===== src/rtl/mouse_button_hit_if.sv =====
// Label-map ROM port: registered read address and range flag out, label data back.
interface mouse_button_hit_if #(
  parameter int ADDR_W  = 17,
  parameter int LABEL_W = 3
);
  logic [ADDR_W-1:0]  map_addr;
  logic               map_in_range;
  logic [LABEL_W-1:0] map_label;

  modport master (output map_addr, output map_in_range, input map_label);
  modport slave  (input map_addr, input map_in_range, output map_label);
endinterface


===== src/rtl/mouse_button_hit.sv =====
// Mouse-over / click detector driven by a downscaled label map in block ROM.
//
// state   | meaning
// --------+---------------------------------------------------------------
// S_IDLE  | no press in progress; waiting for a fresh button rise
// S_ARMED | pressed on a button; click fires if released on the same one
// S_VOID  | pressed on background; ignored until the button is released
module mouse_button_hit #(
  parameter int NUM_BUTTONS = 4,
  parameter int LABEL_W     = 3,
  parameter int MAP_W       = 320,
  parameter int MAP_H       = 240,
  parameter int SCALE_SHIFT = 1,
  parameter int ADDR_W      = 17,
  parameter int MEM_LATENCY = 1
) (
  input  logic                   clk,
  input  logic                   rst,
  input  logic                   enable,
  input  logic [9:0]             mouse_x,
  input  logic [9:0]             mouse_y,
  input  logic                   mouse_left,
  mouse_button_hit_if.master     rom,
  output logic [NUM_BUTTONS-1:0] hover,
  output logic [NUM_BUTTONS-1:0] click,
  output logic                   pressing
);

  localparam logic [31:0] MAP_W_U = MAP_W;
  localparam logic [31:0] MAP_H_U = MAP_H;
  localparam logic [31:0] NUM_U   = NUM_BUTTONS;

  typedef enum logic [1:0] {S_IDLE, S_ARMED, S_VOID} state_t;

  logic [9:0]             sx, sy;
  logic [31:0]            addr_full;
  logic                   in_range_c;
  logic                   left_s0;
  logic [MEM_LATENCY-1:0] range_dl, left_dl;
  logic                   range_a, lbtn;
  logic                   label_ok;
  logic [LABEL_W-1:0]     label;
  logic [NUM_BUTTONS-1:0] hover_next;

  state_t                 state, state_next;
  logic [LABEL_W-1:0]     armed, armed_next;
  logic                   lbtn_prev;
  logic                   blocked, blocked_next;
  logic                   rise, fall;
  logic [NUM_BUTTONS-1:0] click_next;

  // Full-width address so an out-of-map position cannot alias before the range test.
  assign sx         = mouse_x >> SCALE_SHIFT;
  assign sy         = mouse_y >> SCALE_SHIFT;
  assign addr_full  = 32'(sx) + MAP_W_U * 32'(sy);
  assign in_range_c = (32'(sx) < MAP_W_U) && (32'(sy) < MAP_H_U);

  // Stage 0: register ROM address, range flag and the button level together.
  always_ff @(posedge clk or posedge rst) begin
    if (rst) begin
      rom.map_addr     <= '0;
      rom.map_in_range <= 1'b0;
      left_s0          <= 1'b0;
    end else begin
      rom.map_addr     <= addr_full[ADDR_W-1:0];
      rom.map_in_range <= in_range_c;
      left_s0          <= mouse_left;
    end
  end

  // Delay range flag and button level by the ROM latency so they line up with map_label.
  always_ff @(posedge clk or posedge rst) begin
    if (rst) begin
      range_dl <= '0;
      left_dl  <= '0;
    end else begin
      range_dl[0] <= rom.map_in_range;
      left_dl[0]  <= left_s0;
      for (int i = 1; i < MEM_LATENCY; i++) begin
        range_dl[i] <= range_dl[i-1];
        left_dl[i]  <= left_dl[i-1];
      end
    end
  end

  assign range_a  = range_dl[MEM_LATENCY-1];
  assign lbtn     = left_dl[MEM_LATENCY-1];
  assign label_ok = range_a && (rom.map_label != '0) && (32'(rom.map_label) <= NUM_U);
  assign label    = label_ok ? rom.map_label : '0;

  // One-hot decode of the aligned label; zero for background.
  always_comb begin
    hover_next = '0;
    for (int k = 0; k < NUM_BUTTONS; k++) begin
      if (label == LABEL_W'(k + 1)) hover_next[k] = 1'b1;
    end
  end

  // Hover register, cleared while the screen is inactive.
  always_ff @(posedge clk or posedge rst) begin
    if (rst) hover <= '0;
    else     hover <= enable ? hover_next : '0;
  end

  // blocked masks a level that was already high on entry to IDLE until it is released.
  assign rise = lbtn && !lbtn_prev && !blocked;
  assign fall = !lbtn && lbtn_prev;

  // Click FSM next-state and pulse decode.
  always_comb begin
    state_next   = state;
    armed_next   = armed;
    blocked_next = blocked;
    click_next   = '0;
    if (!lbtn) blocked_next = 1'b0;
    case (state)
      S_IDLE: begin
        if (rise) begin
          if (label != '0) begin
            state_next = S_ARMED;
            armed_next = label;
          end else begin
            state_next = S_VOID;
          end
        end
      end
      S_ARMED: begin
        if (fall) begin
          state_next = S_IDLE;
          if (label == armed) begin
            for (int k = 0; k < NUM_BUTTONS; k++) begin
              if (armed == LABEL_W'(k + 1)) click_next[k] = 1'b1;
            end
          end
        end
      end
      S_VOID: begin
        if (!lbtn) state_next = S_IDLE;
      end
      default: state_next = S_IDLE;
    endcase
    if (!enable) begin
      state_next   = S_IDLE;
      click_next   = '0;
      blocked_next = 1'b1;
    end
  end

  // Click FSM state, edge history and registered click pulse.
  always_ff @(posedge clk or posedge rst) begin
    if (rst) begin
      state     <= S_IDLE;
      armed     <= '0;
      lbtn_prev <= 1'b0;
      blocked   <= 1'b1;
      click     <= '0;
    end else begin
      state     <= state_next;
      armed     <= armed_next;
      lbtn_prev <= lbtn;
      blocked   <= blocked_next;
      click     <= click_next;
    end
  end

  assign pressing = (state == S_ARMED);

endmodule

===== src/flat_wrapper.sv =====
// flat-port wrapper written by rule: the top's interface ports become plain ports
module mouse_button_hit_flat 
#(
  parameter int NUM_BUTTONS = 4,
  parameter int LABEL_W     = 3,
  parameter int MAP_W       = 320,
  parameter int MAP_H       = 240,
  parameter int SCALE_SHIFT = 1,
  parameter int ADDR_W      = 17,
  parameter int MEM_LATENCY = 1
)
  (clk, rst, enable, mouse_x, mouse_y, mouse_left, hover, click, pressing, rom_map_addr, rom_map_in_range, rom_map_label);
  mouse_button_hit_if #(.ADDR_W(ADDR_W), .LABEL_W(LABEL_W)) rom_i ();
  input  logic clk;
  input  logic rst;
  input  logic enable;
  input  logic [9:0] mouse_x;
  input  logic [9:0] mouse_y;
  input  logic mouse_left;
  output logic [NUM_BUTTONS-1:0] hover;
  output logic [NUM_BUTTONS-1:0] click;
  output logic pressing;
  output wire logic [$bits(rom_i.map_addr)-1:0] rom_map_addr;
  output wire logic [$bits(rom_i.map_in_range)-1:0] rom_map_in_range;
  input wire logic [$bits(rom_i.map_label)-1:0] rom_map_label;
  assign rom_map_addr = rom_i.map_addr;
  assign rom_map_in_range = rom_i.map_in_range;
  assign rom_i.map_label = rom_map_label;
  mouse_button_hit #(.NUM_BUTTONS(NUM_BUTTONS), .LABEL_W(LABEL_W), .MAP_W(MAP_W), .MAP_H(MAP_H), .SCALE_SHIFT(SCALE_SHIFT), .ADDR_W(ADDR_W), .MEM_LATENCY(MEM_LATENCY)) u_core (.clk(clk), .rst(rst), .enable(enable), .mouse_x(mouse_x), .mouse_y(mouse_y), .mouse_left(mouse_left), .rom(rom_i), .hover(hover), .click(click), .pressing(pressing));
endmodule

===== config.mk =====
export PLATFORM = sky130hd
export DESIGN_NAME = mouse_button_hit_flat
export DESIGN_NICKNAME = d
export VERILOG_FILES = /design/src/rtl/mouse_button_hit_if.sv /design/src/rtl/mouse_button_hit.sv /design/src/flat_wrapper.sv
export SDC_FILE = /design/constraint.sdc
export NUM_CORES = 1
export LEC_CHECK = 0
export CAP_MARGIN = 20
export CORE_MARGIN = 2
export CORE_UTILIZATION = 45
export CTS_CLUSTER_SIZE = 25
export DETAILED_ROUTE_END_ITERATION = 10
export HOLD_SLACK_MARGIN = 0.1
export PLACE_DENSITY = 0.86
export SLEW_MARGIN = 30
export SYNTH_ARGS = -nofsm -noshare
export SYNTH_HDL_FRONTEND = slang
export SYNTH_SLANG_ARGS = --single-unit

===== constraint.sdc =====
create_clock -name clk -period 2.15 [get_ports clk]
set_input_delay 0.645 -clock clk [delete_from_list [all_inputs] [get_ports clk]]
set_output_delay 0.645 -clock clk [all_outputs]
set_load 0.01 [all_outputs]

# == Word level (Yosys, flattened, before mapping) ==
# Index checks and enable logic that the tools add are counted.
# classes
add_sub_neg,1
mul,1
magnitude_cmp,3
n_eq_ne,15
muxes,22
reduce_logical,14
# ops
op,n
two-way mux 4 bit,5
adder 9 x 17 -> 17 bit,1
"== test 3 x 2 -> 1 bit, second input constant",4
"multiplier 3 x 9 -> 11 bit, first input constant",1
two-way mux 1 bit,10
two-way mux 2 bit,5
"< comparator 9 x 8 -> 1 bit, second input constant",1
"< comparator 9 bit, second input constant",1
"== test 3 x 1 -> 1 bit, second input constant",2
"== test 3 bit, second input constant",2
logical AND 1 bit,6
"inequality test 3 x 2 -> 1 bit, second input constant",2
one-hot mux 2 bit (3 select lines),1
AND reduction 3 bit,2
nonzero test 3 bit,2
== test 3 bit,1
"<= comparator 3 bit, second input constant",1
logical NOT 1 bit,3
two-way mux 3 bit,1
"inequality test 3 bit, second input constant",1
"== test 2 x 1 -> 1 bit, second input constant",1
"== test 2 bit, second input constant",1
logical NOT 2 bit,1
"inequality test 2 bit, second input constant",1
# totals
ff_bits,36
inputBits,27
out_inout_bits,27
word_cells,67

# == Longest topological paths before layout ==
# Gate-level depths: netlist of the first run.
# logic_depth
depth_word,9
depth_mapped,9
mapped_depth_nobuf,9

# == Least setup slack after synthesis of the first run ==
# OpenSTA, ideal clock, no wires.
# synth_path
kind,input -> register
startpoint,input port mouse_y[2]
endpoint,register u_core.rom.map_addr[16]
setup_ns,0.126
arrival_time_ns,2.745
required_ns,2.024
slack_ns,-0.721
path_stages,9
n_path_buf,0
cell_sequence,ha_1 ha_1 fa_1 a211oi_1 o21bai_1 a21oi_1 xor2_1 or3b_1 xnor2_1
# synth_via
elab_chain_cells,2
# synth_lines
element,line_no,source
"start, declared",flat_wrapper.sv:18,input logic [9:0] mouse_y;
multiplier 3 x 9 -> 11 bit,mouse_button_hit.sv:55,assign addr_full = 32'(sx) + MAP_W_U * 32'(sy);
adder 9 x 17 -> 17 bit,mouse_button_hit.sv:55,
via u_core.addr_full[16],mouse_button_hit.sv:36,logic [31:0] addr_full;
"end signal, assigned",mouse_button_hit.sv:65,rom.map_addr <= addr_full[ADDR_W-1:0];
"end, declared",mouse_button_hit_if.sv:10,"modport master (output map_addr, output map_in_range, input map_label);"
# The timed path passes the listed nets, and every way through them passes these cells.
# A chain may end at the register's enable or synchronous reset.

# == Worst setup path in the final report of the first run ==
# layout_path
startpoint,input port mouse_y[4]
endpoint,register u_core.rom.map_addr[16]
# Same word-level chain as after synthesis.

==> insert_results.sql, run 1 <==
INSERT INTO impl_metrics (metric_group, metric, value, unit) VALUES
('sta', 'report.final.slew_viol_count', '0', ''),
('routing', 'wl_met1', '1.52', 'mm'),
('die', 'rows', '22', ''),
('clocking', 'clk_pin_slew', '0.06', 'ns'),
('sta', 'fin_hold_ws', '0.347', 'ns'),
('cells_and_area', 'area_growth_syn_to_layout', '65.4', '%'),
('cells_and_area', 'final_net_count', '296', ''),
('global_route', 'global_route.overflow_total', '0', ''),
('sta', 'final.setup.worst_slack', '-0.304', 'ns'),
('outcome', 'status', 'finished with violations', ''),
('die', 'floorplan.die_area', '0.00449', 'mm^2'),
('worst_setup_path', 'timing_worst_setup_path_type', 'in -> reg', ''),
('routing', 'detailroute.wirelength.met2', '2.42', 'mm'),
('min_path', 'hold_depth', '0', ''),
('sta', 'fin_crit', '2.45', 'ns'),
('sta', 'hold_violations', '0', ''),
('routing', 'route.antenna.remaining_nets', '0', ''),
('placement', 'place_hpwl', '3.02', 'mm'),
('routing', 'detail_route.drc_violations', '0', ''),
('placement', 'dpl.cell_count', '286', ''),
('worst_setup_path', 'capturing_element_type_of_the_critical_path', 'flip-flop', ''),
('yosys', 'synth_largest_type_area_fraction', '49.0', '%'),
('routing', 'routed_wl', '4.30', 'mm'),
('routing', 'highest-signal-layer', 'met4', ''),
('yosys', 'synth_top_cells_by_area', 'dfrtp_1, ha_1, xnor2_1, xor2_1, fa_1', ''),
('cells_and_area', 'num_antenna_cells', '0', ''),
('sta', 'rsz0062_at_grt', 'true', ''),
('die', 'initial_utilization', '47.8', '%'),
('placement', 'gp_routability_congestion', '0.919', ''),
('worst_setup_path', 'worst-endpoint-required', '2.32', 'ns'),
('routing', 'dr_wl_met3', '188', 'um'),
('sta', 'tightest_slew', '0.313', 'ns'),
('clocking', 'cts-htree-levels', '2', ''),
('clocking', 'cts_buffers', '5', ''),
('yosys', 'post_synth_instance_area', '0.00179', 'mm^2'),
('sta', 'setup-tns-final', '-0.776', 'ns'),
('yosys', 'synth.distinct_cells', '40', ''),
('clocking', 'clk_sinks', '36', ''),
('clocking', 'tritoncts_clock_tree', 'done', ''),
('sta', 'clock.fmax', '0.408', 'GHz'),
('min_path', 'hold_removal_path_class', 'reg -> reg', ''),
('min_path', 'worstHoldStart', 'u_core.left_s0', ''),
('worst_setup_path', 'critPathMaxFanout', '2', ''),
('power_and_ir_drop', 'finalPower', '2.12', 'mW'),
('yosys', 'synth_seq_cells', '36', ''),
('die', 'die_width', '67.0', 'um'),
('clocking', 'clock-root-buffer', 'clkbuf_8', ''),
('yosys', 'synth.net_count', '198', ''),
('global_route', 'grt_start_max_net_pins', '20', ''),
('sta', 'final.period_utilization', '114', '%'),
('run', 'drv_cap', '0', ''),
('worst_setup_path', 'r2r_end', 'u_core.click[2]', ''),
('cells_and_area', 'stdcell_count', '299', ''),
('clocking', 'hold_buffers', '0', ''),
('yosys', 'synth_cells', '152', ''),
('outcome', 'violations', 'negative setup slack', ''),
('power_and_ir_drop', 'worst_ir_drop_on_vdd', '0.373', 'mV'),
('routing', 'vias', '1534', ''),
('global_route', 'grt_first_pass_wirelength', '6.98', 'mm'),
('global_route', 'grt_use_total', '21.4', '%'),
('yosys', 'ys_warn_count', '0', ''),
('sta', 'setup_violations', '4', ''),
('power_and_ir_drop', 'power.static_leakage', '1.34', 'nW'),
('yosys', 'avgSynthCellArea', '11.8', 'um^2'),
('clocking', 'worstSkewPairLatency', '0.28', 'ns'),
('cells_and_area', 'final_core_utilization', '79.0', '%'),
('sta', 'max-slew-margin-rel', '78.9', '%'),
('power_and_ir_drop', 'p_per_area', '716', 'mW/mm^2'),
('die', 'design.portCount', '54', ''),
('placement', 'placement.io_buffers', '51', ''),
('min_path', 'min_delay_worst_endpoint', 'u_core.lbtn', '');
placed cells by master, fill, tap and decap left out, types with 3 or more instances in the layout:
cell	n
nand2_1	9
nand3b_1	4
xnor2_1	7
buf_4	41
nand3_1	5
dlygate4sd2_1	6
dfrtp_1	35
buf_2	3
ha_1	6
inv_1	6
ha_4	10
xor2_1	5
a21o_1	4
o21ai_0	3
nor2_1	8
clkdlybuf4s50_1	37
clkbuf_8	7
a21oi_1	3
cell families after synthesis:
kind of cell / count (synthesis) / synth area share, %
AND/OR/NAND/NOR: 49 / 16.5
flip-flops: 36 / 50.5
AO/OA/AOI/OAI: 24 / 8.61
adder cells (fa/ha/maj): 19 / 14.1
XOR/XNOR: 14 / 7.28
buffers and inverters: 8 / 1.75
multiplexers: 2 / 1.26
layout make-up:
class	instances	area (um^2)	share of cell area (%)
timing repair buffer	92	808	27.3
inverter	7	26.3	0.888
sequential	36	902	30.5
clock buffer	7	96.3	3.26
clock inverter	1	30.0	1.02
multi-input combinational	108	1030	35.0
tap	48	60.1	2.03
sequential cells by signal (all words and copies together) (netlist names), 2 cells and up:
name                 count
u_core.state             2
u_core.click             4
u_core.hover             4
u_core.armed             3
u_core.rom.map_addr     17
cells in the mapped netlist:
cell type  count
dfrtp_1       35
ha_1          17
nand2_1        9
nor2_1         8
inv_1          7
xnor2_1        7
nand3_1        6
xor2_1         6
a21oi_1        5
o21ai_0        5
a21o_1         4
nand3b_1       4
nor2b_1        4
fa_1           2
mux2_2         2
nor2_2         2
nor3b_1        2
nor3b_2        2
nor4_1         2
o211ai_1       2
o21bai_1       2
a211oi_1       1
a22oi_1        1
a31oi_1        1
and3b_1        1
buf_2          1
dfstp_2        1
nand2b_1       1
nand4_1        1
nor3_1         1
nor3_2         1
nor4b_1        1
nor4bb_1       1
o21a_1         1
o21ai_2        1
o22ai_1        1
or3_1          1
or3b_1         1
or4_4          1
xor2_2         1
how the worst max path moves through the flow:
stage	startpoint	to	slack, ns	depth (start not counted)
3_3_place_gp	mouse_y[2]	u_core.rom.map_addr[16]	-1.01	10
2_1_floorplan	mouse_y[2]	u_core.rom.map_addr[16]	-0.49	9
4_1_cts	mouse_y[4]	u_core.rom.map_addr[16]	-0.34	10
6_report	mouse_y[4]	u_core.rom.map_addr[16]	-0.30	10
5_1_grt	mouse_y[4]	u_core.rom.map_addr[16]	-0.38	10
3_5_place_dp	mouse_y[4]	u_core.rom.map_addr[16]	-1.04	10
metal layers:
metal	vias up	GRT usage, %
li1	729	-
met1	727	20.5
met2	57	41.7
met3	21	4.73
met4	0	11.0
met5	-	0
critical path: stages:
cell and delay [ns]:
buf_8 0.10, ha_4 0.24, ha_4 0.16, fa_2 0.37
a211oi_4 0.24, o21bai_1 0.09, a21oi_1 0.15, xor2_1 0.10
or3b_1 0.39, xnor2_1 0.13
where the power goes:
part,switching (mW),internal (mW),leakage (nW)
Clock,0.221,0.409,0.0645
Combinational,0.286,0.397,0.830
Sequential,0.0459,0.759,0.445
Total,0.552,1.56,1.34
timing repair:
| item | in CTS | in global routing |
|---|---|---|
| endpoints found under the setup margin | 10 | 8 |
| setup buffers | 7 | 0 |
| gates resized for setup | 53 | 4 |
| pin swaps | 22 | 3 |
Note: power is estimated with default switching activity, not from simulation.
==> run 2, diff against run 1 <==
- ABC_CLOCK_PERIOD_IN_PS: default -> 2150
==> results of run 2 <==
Same layout as run 1: the final DEF is identical, and so are final timing and power.
==> run 3, diff against run 2 <==
- CAP_MARGIN: 20 -> 15
==> results of run 3 <==
Same layout as run 1: the final DEF is identical, and so are final timing and power.
